==> config.mk <==
export PLATFORM = sky130hd
export DESIGN_NAME = alu_wide_seq
export DESIGN_NICKNAME = d
export VERILOG_FILES = /design/src/rtl/alu_pkg.sv /design/src/rtl/alu_wide_seq.sv
export SDC_FILE = /design/constraint.sdc
export NUM_CORES = 1
export LEC_CHECK = 0
export ABC_AREA = 1
export BUFFER_PORTS_ARGS = -buffer_cell sky130_fd_sc_hd__buf_2
export CAP_MARGIN = 20
export CORE_MARGIN = 10
export CORE_UTILIZATION = 53
export DETAILED_ROUTE_END_ITERATION = 12
export PLACE_DENSITY = 0.88
export RECOVER_POWER = 50
export SYNTH_ARGS = -nofsm -noshare
export SYNTH_HDL_FRONTEND = slang
export SYNTH_SLANG_ARGS = --single-unit
==> constraint.sdc <==
create_clock -name clk -period 2.2 [get_ports clk]
set_clock_uncertainty 0.2 [all_clocks]
set_input_delay 0 -clock clk [delete_from_list [all_inputs] [get_ports clk]]
set_output_delay 0 -clock clk [all_outputs]
set_load 0.02 [all_outputs]
==> src/rtl/alu_pkg.sv <==
// Shared definitions for the 16-bit sequencer that runs on the 8-bit ALU:
// op codes, flag bit positions, sequencer states and op legality.
package alu_pkg;

  typedef enum logic [3:0] {
    OP_SHR = 4'h0,
    OP_SHL = 4'h1,
    OP_INC = 4'h4,
    OP_DEC = 4'h5,
    OP_ADD = 4'h6,
    OP_NOT = 4'h8,
    OP_AND = 4'h9,
    OP_OR  = 4'ha,
    OP_MOV = 4'hb
  } alu_op_t;

  localparam int FLAG_C = 3;
  localparam int FLAG_S = 2;
  localparam int FLAG_V = 1;
  localparam int FLAG_Z = 0;

  typedef enum logic [2:0] {
    SEQ_IDLE = 3'd0,
    SEQ_P0   = 3'd1,
    SEQ_P1   = 3'd2,
    SEQ_FIX  = 3'd3,
    SEQ_DONE = 3'd4
  } seq_state_t;

  function automatic logic is_legal_op(input logic [3:0] op);
    case (op)
      4'h0, 4'h1, 4'h4, 4'h5, 4'h6, 4'h8, 4'h9, 4'ha, 4'hb: is_legal_op = 1'b1;
      default:                                              is_legal_op = 1'b0;
    endcase
  endfunction

endpackage

==> src/rtl/alu_wide_seq.sv <==
// Runs one 16-bit operation as two or three byte passes through the parent's
// 8-bit ALU, chaining the carry between bytes, then reports result and flags.
//
// state | meaning
// IDLE  | ready for a request; ALU driven with MOV of zero
// P0    | first byte pass (low byte, high byte for SHR)
// P1    | second byte pass, op may depend on the P0 carry
// FIX   | carry fix-up on the P1 byte (ADD/SHL/SHR only)
// DONE  | one-cycle done pulse; result/flags valid
module alu_wide_seq
  import alu_pkg::*;
(
  input  logic        clk,
  input  logic        rst,
  input  logic        req_in,
  input  logic [3:0]  op_in,
  input  logic [15:0] a_in,
  input  logic [15:0] b_in,
  input  logic [3:0]  flags_in,
  output logic        ready_out,
  output logic        done_out,
  output logic [15:0] result_out,
  output logic [3:0]  flags_out,
  output logic [7:0]  alu_a_out,
  output logic [7:0]  alu_b_out,
  output logic [3:0]  alu_op_out,
  output logic [3:0]  alu_status_out,
  input  logic [7:0]  alu_result_in,
  input  logic [3:0]  alu_status_in
);

  localparam logic [2:0] S_IDLE = SEQ_IDLE;
  localparam logic [2:0] S_P0   = SEQ_P0;
  localparam logic [2:0] S_P1   = SEQ_P1;
  localparam logic [2:0] S_FIX  = SEQ_FIX;
  localparam logic [2:0] S_DONE = SEQ_DONE;

  logic [2:0]  state;
  logic [3:0]  op_r;
  logic [15:0] a_r, b_r;
  logic [3:0]  flags_r;
  logic [7:0]  p0_r, p1_r;
  logic        c0_r, c1_r;

  logic        two_operand, need_fix;
  logic        fin_c1, fin_cfix, fin_c, fin_v;
  logic [15:0] fin_r;
  logic [3:0]  fin_flags;
  logic        unused_status;

  assign unused_status = ^alu_status_in[2:0];
  assign ready_out     = (state == S_IDLE);
  assign done_out      = (state == S_DONE);
  assign two_operand   = (op_r == OP_ADD) || (op_r == OP_AND) || (op_r == OP_OR);
  assign need_fix      = c0_r && ((op_r == OP_ADD) || (op_r == OP_SHL) || (op_r == OP_SHR));

  always_comb begin
    alu_a_out      = 8'h00;
    alu_b_out      = 8'h00;
    alu_op_out     = OP_MOV;
    alu_status_out = 4'h0;
    case (state)
      S_P0: begin
        alu_status_out = flags_r;
        alu_op_out     = op_r;
        alu_a_out      = (op_r == OP_SHR) ? a_r[15:8] : a_r[7:0];
        alu_b_out      = two_operand ? b_r[7:0] : 8'h00;
      end
      S_P1: begin
        alu_status_out = flags_r;
        alu_a_out      = (op_r == OP_SHR) ? a_r[7:0] : a_r[15:8];
        alu_b_out      = two_operand ? b_r[15:8] : 8'h00;
        // INC/DEC propagate the low-byte carry/borrow by choosing the high-byte op
        if (op_r == OP_INC)      alu_op_out = c0_r ? OP_INC : OP_MOV;
        else if (op_r == OP_DEC) alu_op_out = c0_r ? OP_MOV : OP_DEC;
        else                     alu_op_out = op_r;
      end
      S_FIX: begin
        alu_status_out = flags_r;
        alu_a_out      = p1_r;
        if (op_r == OP_ADD) begin
          alu_op_out = OP_INC;
        end else begin
          alu_op_out = OP_OR;
          alu_b_out  = (op_r == OP_SHR) ? 8'h80 : 8'h01;
        end
      end
      default: ;
    endcase
  end

  // Final byte is whatever the ALU returns in the last pass (P1 or FIX).
  always_comb begin
    fin_c1   = (state == S_P1) ? alu_status_in[FLAG_C] : c1_r;
    fin_cfix = (state == S_FIX) && alu_status_in[FLAG_C];
    fin_r    = (op_r == OP_SHR) ? {p0_r, alu_result_in} : {alu_result_in, p0_r};
    fin_c    = flags_r[FLAG_C];
    fin_v    = flags_r[FLAG_V];
    case (op_r)
      OP_ADD: begin
        fin_c = fin_c1 | fin_cfix;
        fin_v = (a_r[15] & b_r[15] & ~fin_r[15]) | (~a_r[15] & ~b_r[15] & fin_r[15]);
      end
      OP_INC: begin
        fin_c = c0_r & fin_c1;
        fin_v = ~a_r[15] & fin_r[15];
      end
      OP_DEC: begin
        fin_c = (a_r != 16'h0000);
        fin_v = a_r[15] & ~fin_r[15];
      end
      OP_SHL: fin_c = a_r[15];
      OP_SHR: fin_c = a_r[0];
      default: ;
    endcase
    fin_flags = {fin_c, fin_r[15], fin_v, (fin_r == 16'h0000)};
  end

  always_ff @(posedge clk) begin
    if (rst) begin
      state      <= S_IDLE;
      op_r       <= 4'h0;
      a_r        <= 16'h0000;
      b_r        <= 16'h0000;
      flags_r    <= 4'h0;
      p0_r       <= 8'h00;
      p1_r       <= 8'h00;
      c0_r       <= 1'b0;
      c1_r       <= 1'b0;
      result_out <= 16'h0000;
      flags_out  <= 4'h0;
    end else begin
      case (state)
        S_IDLE: begin
          if (req_in) begin
            op_r    <= op_in;
            a_r     <= a_in;
            b_r     <= b_in;
            flags_r <= flags_in;
            if (is_legal_op(op_in)) begin
              state <= S_P0;
            end else begin
              state      <= S_DONE;
              result_out <= 16'h0000;
              flags_out  <= 4'h0;
            end
          end
        end
        S_P0: begin
          p0_r  <= alu_result_in;
          c0_r  <= alu_status_in[FLAG_C];
          state <= S_P1;
        end
        S_P1: begin
          p1_r <= alu_result_in;
          c1_r <= alu_status_in[FLAG_C];
          if (need_fix) begin
            state <= S_FIX;
          end else begin
            result_out <= fin_r;
            flags_out  <= fin_flags;
            state      <= S_DONE;
          end
        end
        S_FIX: begin
          result_out <= fin_r;
          flags_out  <= fin_flags;
          state      <= S_DONE;
        end
        S_DONE:  state <= S_IDLE;
        default: state <= S_IDLE;
      endcase
    end
  end

endmodule
### After elaboration in Yosys (flattened, before gate mapping)

Memory sizes are Yosys's and may differ from the RTL's.
Index checks and enable logic that the tools add are counted.

* bits in registers: 81
* latch bits: 0
* memory bits (writable): 0
* bits in read-only memories: 16
* input port bits: 55
* output and inout bits: 46
* word-level logic and storage cells: 85
* memories: 1

* add/sub/neg operators: 0
* multiply operators: 0
* divide/modulo/power cells: 0
* magnitude comparators: 0
* equal/unequal tests: 13
* shifts and indexed selects: 0
* mux-type cells: 34
* bitwise operators: 12
* reductions and logical operators: 14

Memories
* (no name shown): depth 16, bits a word 1, rd ports 1, clocked after memory_dff 0, write ports 0, RTL line alu_pkg.sv:31 `case (op)`

Operators with widths (number)
* 16-bit two-way mux: 4
* 8-bit two-way mux: 6
* 16-bit one-hot mux with 3 select lines: 1
* 8-bit one-hot mux with 3 select lines: 2
* 4-bit two-way mux: 9
* 4-bit one-hot mux with 3 select lines: 2
* 16-bit logical NOT: 1
* 16-bit nonzero test: 1
* 4-bit by 3-bit == test with 1-bit output (second input constant): 3
* 3-bit one-hot mux with 4 select lines: 1
* 3-bit two-way mux: 3
* 4-bit == test (second input constant): 2
* 1-bit AND: 7
* 3-bit by 2-bit == test with 1-bit output (second input constant): 2
* 2-bit inequality test (second input constant): 3
* 1-bit one-hot mux with 5 select lines: 1
* 4-bit by 1-bit == test with 1-bit output (second input constant): 1
* 4-bit logical NOT: 1
* 1-bit logical OR: 4
* 1-bit two-way mux: 4
* 4-bit AND reduction: 1
* 3-bit by 1-bit == test with 1-bit output (second input constant): 1
* 3-bit == test (second input constant): 1
* 3-bit logical NOT: 1
* other kinds (7): 11

### Depth between registers and ports, before layout

Gate-level depths: netlist of run 1.

* depth in word-level cells: 8
* depth in mapped cells: 12

### Worst setup path before layout of run 1

No wires, ideal clock.

* path kind: register -> output
* from: register op_r[3]
* to: output port alu_b_out[7]
* data arrival time: 1.474 ns
* setup slack: 0.526 ns
* stages on the path, launching flop included: 6
* path buffers: 2
* cells stage by stage: dfxtp_1 nor2_4 nand2_4 buf_2 clkbuf_1 o21ai_0

* longest elaborated chain between the ends: 5
* elaborated cells on any way between the ends: 11
* classes of those cells: 3 x eq/ne; 5 x mux; 3 x reduce/logical

RTL lines
* start, declared: RTL line alu_wide_seq.sv:39 `logic [3:0] op_r;`
* start signal, assigned: RTL line alu_wide_seq.sv:136 `op_r <= op_in;`
* 4-bit by 3-bit == test with 1-bit output or 4-bit == test (tied branches): RTL line alu_wide_seq.sv:54, alu_wide_seq.sv:81
* 1-bit logical OR (2 in a row): RTL line alu_wide_seq.sv:54 `assign two_operand = (op_r == OP_ADD) || (op_r == OP_AND) || (op_r == OP_OR);`
* 8-bit two-way mux, on equally long branches: RTL line alu_wide_seq.sv:72, alu_wide_seq.sv:67
* 8-bit one-hot mux with 3 select lines (*): RTL line alu_wide_seq.sv:62 `case (state)`
* end, declared: RTL line alu_wide_seq.sv:25 `output logic [7:0] alu_b_out,`

Every way passes the cells marked *; elsewhere a longest branch is shown, timed or not.

### Worst setup path after layout of run 1

* from: register op_r[1]
* to: output port alu_a_out[7]

* longest elaborated chain between the ends: 3
* elaborated cells on any way between the ends: 4
* classes of those cells: 3 x mux; 1 x reduce/logical

RTL lines
* 4-bit logical NOT (*): RTL line alu_wide_seq.sv:66, alu_wide_seq.sv:71
* 8-bit two-way mux, on equally long branches: RTL line alu_wide_seq.sv:71, alu_wide_seq.sv:66
* 8-bit one-hot mux with 3 select lines (*): RTL line alu_wide_seq.sv:62
* end, declared: RTL line alu_wide_seq.sv:24 `output logic [7:0] alu_a_out,`

Marks and branches as above.

==> insert_results.sql, run 1 <==
INSERT INTO impl_metrics (metric_group, metric, value, unit) VALUES
('routing', 'drc_errors', '0', ''),
('worst_setup_path', 'cp_data_arrival_time', '1.98', 'ns'),
('sta', 'fmax', '0.4583', 'GHz'),
('clock_network', 'h-tree-depth', '3', ''),
('sta', 'worst_slew_pin_tran', '0.5817', 'ns'),
('logic_synthesis', 'number_of_flops_mapped_to_enable_cells_by_yosys', '0', ''),
('clock_network', 'clock_tree.root_cell', 'sky130_fd_sc_hd__clkbuf_8', ''),
('placement', 'buffer_ports.inserted', '97', ''),
('clock_network', 'ctsLongestPathBuffers', '2', ''),
('cells_and_area', 'n_antenna_cell', '0', ''),
('clock_network', 'clock_insertion_delay_at_the_later_pin_of_the_skew_report', '0.36', 'ns'),
('logic_synthesis', 'synthesis.nets', '636', ''),
('worst_setup_path', 'critical_path.startpoint_type', 'flip-flop', ''),
('placement', 'dpl_cell_area', '0.004453', 'sq mm'),
('cells_and_area', 'area_growth', '37.05', '%'),
('global_routing', 'grt_start_max_net_pins', '61', ''),
('routing', 'via_per_inst', '5.541', ''),
('status', 'status', 'finished clean', ''),
('logic_synthesis', 'synth_seq_cells', '80', ''),
('min_path', 'hold_path_class', 'in2reg', ''),
('clock_network', 'cts_inserted_buffers', '9', ''),
('logic_synthesis', 'netlist_area', '0.003934', 'sq mm'),
('floorplan', 'placeableCoreArea', '0.007253', 'sq mm'),
('sta', 'layout_min_cycle_time', '2.182', 'ns'),
('worst_setup_path', 'critPathMaxFanout', '30', ''),
('sta', 'setup_viol', '0', ''),
('logic_synthesis', 'asyncSetResetFlopFracSynth', '0', ''),
('routing', 'ant_nets', '0', ''),
('cells_and_area', 'final_cell_area', '0.005391', 'sq mm'),
('logic_synthesis', 'synthCells', '581', ''),
('logic_synthesis', 'synth_flop_cell', 'sky130_fd_sc_hd__dfxtp_1', ''),
('clock_network', 'clkSlewWorstSetupHoldPaths', '0.08', 'ns'),
('logic_synthesis', 'synthDominantCellAreaShare', '0.4071', ''),
('sta', 'finalCritPeriodShare', '0.9917', ''),
('power_and_ir_drop', 'power.density', '768.1', 'mW/mm^2'),
('worst_setup_path', 'crit-reg2reg-launch', 'state[0]', ''),
('cells_and_area', 'final_layout_size_suffix_gt1_frac', '0.1819', ''),
('floorplan', 'num_io_pins', '101', ''),
('logic_synthesis', 'synth-warning-count', '0', ''),
('power_and_ir_drop', 'worst_case_vdd_ir_drop', '0.0004859', 'V'),
('run', 'max-cap-violations', '0', ''),
('logic_synthesis', 'synth_top_cells_by_area', 'sky130_fd_sc_hd__dfxtp_1 (41%), sky130_fd_sc_hd__nand2_1 (12%), sky130_fd_sc_hd__a21oi_1 (12%), sky130_fd_sc_hd__o21ai_0 (9.4%), sky130_fd_sc_hd__inv_1 (5.5%)', ''),
('placement', 'place_hpwl', '8122', 'microns'),
('routing', 'first_iter_violations', '444', ''),
('worst_setup_path', 'ff2ff_path_depth', '6', ''),
('floorplan', 'die_y', '106.2', 'microns'),
('worst_setup_path', 'cp.required', '2.00', 'ns'),
('global_routing', 'groute.usage.overall', '0.2318', ''),
('min_path', 'holdCritStartpoint', 'flags_in[0]', ''),
('clock_network', 'tritoncts', 'yes', ''),
('cells_and_area', 'final.fill_count', '542', ''),
('floorplan', 'initial_utilization', '0.5423', ''),
('placement', 'routabilityCongestion', '0.9893', ''),
('floorplan', 'die_w', '106.2', 'microns'),
('floorplan', 'fp.dieArea', '0.01127', 'sq mm'),
('logic_synthesis', 'avgSynthCellArea', '6.771', 'sq um'),
('logic_synthesis', 'sequential_fraction_of_the_synthesis_area', '0.4071', ''),
('sta', 'report.final.slew_viol_count', '0', ''),
('routing', 'dr.pass1.iters', '5', ''),
('routing', 'wl_per_cell', '16.15', 'microns'),
('cells_and_area', 'design.final.nets', '792', ''),
('clock_network', 'clock_sinks', '80', ''),
('logic_synthesis', 'synth_cell_type_count', '32', ''),
('global_routing', 'wire_length_of_the_first_global_routing_pass', '21710', 'microns'),
('routing', 'via_count', '4660', ''),
('worst_setup_path', 'worst-r2r-setup-slack', '0.09', 'ns'),
('floorplan', 'rows', '31', ''),
('worst_setup_path', 'criticalPathCategory', 'reg2out', ''),
('placement', 'placedCellCount', '751', ''),
('routing', 'drt_wl_total', '13580', 'microns'),
('logic_synthesis', 'yosysTopAreaCell', 'sky130_fd_sc_hd__dfxtp_1', '');
==> flip-flops by register name (all words and copies together) (netlist names), 3 cells and up <==
signal	count
flags_out	4
b_r	16
state	3
p1_r	8
result_out	15
op_r	4
flags_r	4
p0_r	8
a_r	16
==> synthesized netlist by cell type (3+ instances only) <==
| cell | count |
|---|---|
| sky130_fd_sc_hd__nand2_1 | 125 |
| sky130_fd_sc_hd__a21oi_1 | 93 |
| sky130_fd_sc_hd__dfxtp_1 | 80 |
| sky130_fd_sc_hd__o21ai_0 | 74 |
| sky130_fd_sc_hd__inv_1 | 58 |
| sky130_fd_sc_hd__nand3_1 | 40 |
| sky130_fd_sc_hd__nor2_1 | 39 |
| sky130_fd_sc_hd__clkbuf_1 | 22 |
| sky130_fd_sc_hd__buf_2 | 6 |
| sky130_fd_sc_hd__o211ai_1 | 5 |
| sky130_fd_sc_hd__buf_6 | 4 |
| sky130_fd_sc_hd__nor2_4 | 4 |
| sky130_fd_sc_hd__o21ai_1 | 3 |
| sky130_fd_sc_hd__o22ai_1 | 3 |
==> path summary, 6_finish.rpt <==
kind                       end
setup reg to reg        a_r[8]
setup / recovery  alu_a_out[7]
hold reg to reg     flags_r[0]
hold / removal      flags_r[0]
==> report_power, final <==
group / switching (W) / internal, W
clock: 0.000598 / 0.000417
sequential: 0.000124 / 0.00161
combinational: 0.000884 / 0.000510
==> cells in the final DEF, fill, tap and decap left out, drive strengths merged <==
cell type	count
a21oi	95
buf	88
clkbuf	33
clkinv	1
clkinvlp	7
dfxtp	80
dlygate4sd3	67
inv	60
nand2	128
nand3	42
nand3b	1
nand4	2
nor2	45
nor3	2
nor4	1
o2111ai	2
o211ai	5
o21ai	77
o221ai	1
o22ai	3
or2	2
==> logic make-up (layout without fill, tap and decap cells) <==
group           count (synthesis)  in the layout  synth area share
simple gates                  223            223            0.2500
compound gates                183            183            0.2417
buf+inv                        95            256            0.1011
flops                          80             80            0.4071
==> layout make-up <==
type | count | area (sq um) | share of cell area
multi-input combinational | 406 | 1972 | 0.3657
sequential | 80 | 1605 | 0.2977
timing repair buffer | 179 | 1275 | 0.2365
inverter | 60 | 229.0 | 0.04247
clock buffer | 9 | 123.9 | 0.02298
tap | 99 | 123.9 | 0.02298
clock inverter | 7 | 55.05 | 0.01021
timing repair inverter | 1 | 7.507 | 0.001392
==> through the flow <==
| step | worst slack (ns) | total power (W) | utilization | hold slack (ns) | setup TNS, ns |
|---|---|---|---|---|---|
| floorplan | 0.5264 | 0.002611 | - | -0.06510 | 0 |
| global placement | 0.3361 | 0.002855 | 0.6139 | 0.07055 | 0 |
| detailed placement | 0.2608 | 0.002899 | 0.6139 | 0.07666 | 0 |
| CTS | 0.003031 | 0.004064 | 0.7411 | 0.2505 | 0 |
| global route | -0.02929 | 0.004354 | 0.7433 | 0.2826 | -0.1050 |
| finish | 0.01821 | 0.004141 | 0.7433 | 0.2529 | 0 |
==> repair_timing <==
action,4_1_cts,5_1_grt
setup endpoints to repair,16,27
gates resized for setup,5,18
pin swaps,2,2
setup buffers,4,2
endpoints found under the hold margin,80,0
gates cloned,1,0
hold buffers,67,0
==> critical path: stages (launching register included) <==
cell                      delay [ns]
sky130_fd_sc_hd__dfxtp_1        0.36
sky130_fd_sc_hd__nor2_4         0.24
sky130_fd_sc_hd__nand2_8        0.17
sky130_fd_sc_hd__buf_6          0.22
sky130_fd_sc_hd__a21oi_1        0.18
sky130_fd_sc_hd__o21ai_0        0.14
sky130_fd_sc_hd__nand3_1        0.17
sky130_fd_sc_hd__buf_6          0.14
==> metal layers <==
| layer | GRT usage | share of wire | vias up |
|---|---|---|---|
| li1 | - | - | 2230 |
| met1 | 0.2519 | 0.38 | 2107 |
| met2 | 0.4046 | 0.50 | 270 |
| met3 | 0.06703 | 0.086 | 53 |
| met4 | 0.1132 | 0.037 | 0 |
| met5 | 0 | 0 | - |
Note: power is estimated with default switching activity, not from simulation.
==> inputs of run 2 (changes only) <==
Settings changed: CORE_UTILIZATION 53 to 55, CTS_BUF_LIST set to sky130_fd_sc_hd__clkbuf_8, PLACE_DENSITY 0.88 to 0.9, SKIP_LAST_GASP set to 1.
==> run 2 against run 1 <==
Flip-flop and latch count unchanged. Largest power group unchanged. Sequential share of layout area down 0.20 points. Critical endpoint is now alu_op_out[3]. Sequential power about the same. Worst setup slack better by 0.037 ns. Fmax up 1.7%. Global-route usage up 0.25 points. Critical path type unchanged. Worst hold slack better by 0.0045 ns. Register-to-register slack worse by 0.02 ns. Wire length up 0.52%.
==> insert_results.sql, run 2 (same netlist as run 1, synthesis figures left out) <==
INSERT INTO impl_metrics (metric_group, metric, value, unit) VALUES
('routing', 'dr.pass1.iters', '5', ''),
('floorplan', 'placeableCoreArea', '0.006869', 'sq mm'),
('routing', 'drt_wl_total', '13650', 'microns'),
('sta', 'max_slew_headroom', '0.7279', ''),
('clock_network', 'clock_insertion_delay_at_the_later_pin_of_the_skew_report', '0.37', 'ns'),
('sta', 'layout_min_cycle_time', '2.144', 'ns'),
('worst_setup_path', 'cp_data_arrival_time', '1.94', 'ns'),
('min_path', 'hold_path_class', 'in2reg', ''),
('clock_network', 'clock_tree.root_cell', 'sky130_fd_sc_hd__clkbuf_8', ''),
('floorplan', 'initial_utilization', '0.5727', ''),
('routing', 'via_per_inst', '5.559', ''),
('run', 'max-cap-violations', '0', ''),
('sta', 'report.final.slew_viol_count', '0', ''),
('placement', 'buffer_ports.inserted', '97', ''),
('clock_network', 'clock_sinks', '80', ''),
('floorplan', 'die_y', '104.6', 'microns'),
('sta', 'fin_tns_setup', '0', 'ns'),
('global_routing', 'wire_length_of_the_first_global_routing_pass', '21510', 'microns'),
('status', 'status', 'finished clean', ''),
('sta', 'worst_setup_slack_final', '0.05567', 'ns'),
('routing', 'drc_errors', '0', ''),
('cells_and_area', 'area_growth', '38.07', '%'),
('sta', 'setup_viol', '0', ''),
('placement', 'place_hpwl', '8203', 'microns'),
('sta', 'hold_violations', '0', ''),
('worst_setup_path', 'cp.required', '2.00', 'ns'),
('global_routing', 'antenna_found_initial', '2', ''),
('global_routing', 'groute.usage.overall', '0.2342', ''),
('worst_setup_path', 'critPathMaxFanout', '11', ''),
('placement', 'dpl_cell_area', '0.004449', 'sq mm'),
('placement', 'detailedPlace.worstSlack', '0.2550', 'ns'),
('worst_setup_path', 'end_kind', 'output port', ''),
('routing', 'first_iter_violations', '384', ''),
('routing', 'ant_nets', '0', ''),
('cells_and_area', 'design.final.nets', '790', ''),
('global_routing', 'globalRoute.totalOverflow', '0', ''),
('placement', 'routabilityCongestion', '0.9124', ''),
('global_routing', 'grt_start_max_net_pins', '61', ''),
('routing', 'via_count', '4664', ''),
('sta', 'finalCritPeriodShare', '0.9747', ''),
('floorplan', 'num_io_pins', '101', ''),
('clock_network', 'clkSlewWorstSetupHoldPaths', '0.09', 'ns'),
('sta', 'fmax', '0.4663', 'GHz'),
('clock_network', 'tritoncts', 'yes', ''),
('sta', 'grt_setup_unrepaired', 'yes', ''),
('clock_network', 'cts_inserted_buffers', '9', ''),
('clock_network', 'ctsLongestPathBuffers', '2', ''),
('power_and_ir_drop', 'p_leak', '2.323', 'nW'),
('cells_and_area', 'final_layout_size_suffix_gt1_frac', '0.1797', ''),
('cells_and_area', 'finalCoreUtilization', '0.7907', ''),
('cells_and_area', 'layout_commonest_cell', 'sky130_fd_sc_hd__nand2_1', ''),
('worst_setup_path', 'criticalPathCategory', 'reg2out', ''),
('power_and_ir_drop', 'power.density', '822.1', 'mW/mm^2'),
('floorplan', 'fp.dieArea', '0.01093', 'sq mm'),
('cells_and_area', 'final.fill_count', '479', ''),
('cells_and_area', 'final_cell_area', '0.005431', 'sq mm'),
('global_routing', 'first_global_vias', '4494', ''),
('sta', 'worst_slew_pin_tran', '0.4081', 'ns'),
('routing', 'wl_per_cell', '16.27', 'microns'),
('cells_and_area', 'mostFrequentLayoutCells', 'sky130_fd_sc_hd__nand2_1 (123), sky130_fd_sc_hd__a21oi_1 (92), sky130_fd_sc_hd__dfxtp_1 (76), sky130_fd_sc_hd__buf_2 (76), sky130_fd_sc_hd__o21ai_0 (74)', ''),
('cells_and_area', 'largest_registers', 'a_r (16), b_r (16), result_out (15)', ''),
('worst_setup_path', 'critical_path.startpoint_type', 'flip-flop', ''),
('floorplan', 'die_w', '104.6', 'microns'),
('clock_network', 'h-tree-depth', '3', ''),
('power_and_ir_drop', 'worst_case_vdd_ir_drop', '0.0006023', 'V'),
('floorplan', 'rows', '30', '');
run 2: cell count changes in the layout (fill, tap and decap cells not counted), moves of 2 or more:
| cell | change |
|---|---|
| sky130_fd_sc_hd__bufinv_16 | +3 |
| sky130_fd_sc_hd__diode_2 | +3 |
| sky130_fd_sc_hd__clkbuf_1 | -2 |
| sky130_fd_sc_hd__buf_6 | -3 |
| sky130_fd_sc_hd__buf_2 | +5 |
| sky130_fd_sc_hd__clkinvlp_4 | -4 |
run 2: cell type report:
class	count	area, sq um	share of cell area
Antenna cell	3	7.507	0.001382
Clock buffer	10	137.6	0.02534
Clock inverter	6	115.1	0.02119
Inverter	60	229.0	0.04216
Multi-Input combinational cell	406	1964	0.3617
Sequential cell	80	1607	0.2958
Tap cell	96	120.1	0.02211
Timing Repair Buffer	177	1244	0.2290
Timing Repair inverter	1	7.507	0.001382
run 2: worst paths after layout:
check	start	to	slack, ns	cells past startpoint
min reg2reg	result_out[9]	result_out[9]	0.26	2
min	alu_status_in[3]	c0_r	0.26	4
max reg2reg	state[1]	b_r[6]	0.07	6
max	state[0]	alu_op_out[3]	0.06	6
run 2: worst max-delay path, stage by stage (launching register included):
cell	delay (ns)
sky130_fd_sc_hd__dfxtp_2	0.35
sky130_fd_sc_hd__inv_1	0.06
sky130_fd_sc_hd__nor3_4	0.26
sky130_fd_sc_hd__buf_4	0.17
sky130_fd_sc_hd__clkinvlp_4	0.22
sky130_fd_sc_hd__o2111ai_1	0.30
sky130_fd_sc_hd__buf_2	0.21
run 2: power breakdown:
group	leakage [nW]	total, W	internal, W	switching (W)
clock	0.123	0.00136	0.000791	0.000572
combinational	1.54	0.00137	0.000497	0.000878
sequential	0.656	0.00173	0.00161	0.000119
run 2: per-layer routing:
layer	up-vias	track usage	part of all wire
met4	0	0.1167	0.033
met3	48	0.06511	0.088
li1	2226	-	-
met5	-	0	0
met2	265	0.4158	0.49
met1	2125	0.2495	0.39
run 2: timing repair:
item	CTS	global route
endpoints found under the setup margin	12	22
setup buffers	1	4
hold endpoints to repair	80	0
hold buffers	67	0
cloned	0	1
gates resized for setup	2	12
pin swaps	1	2
run 2: stage by stage:
step | std cells | total power, W | hold WS [ns]
2_1_floorplan | 581 | 0.002611 | -0.06510
3_3_place_gp | 748 | 0.002856 | 0.07026
3_5_place_dp | 748 | 0.002902 | 0.08032
4_1_cts | 832 | 0.004377 | 0.2576
5_1_grt | 838 | 0.004685 | 0.2765
6_report | 839 | 0.004465 | 0.2574
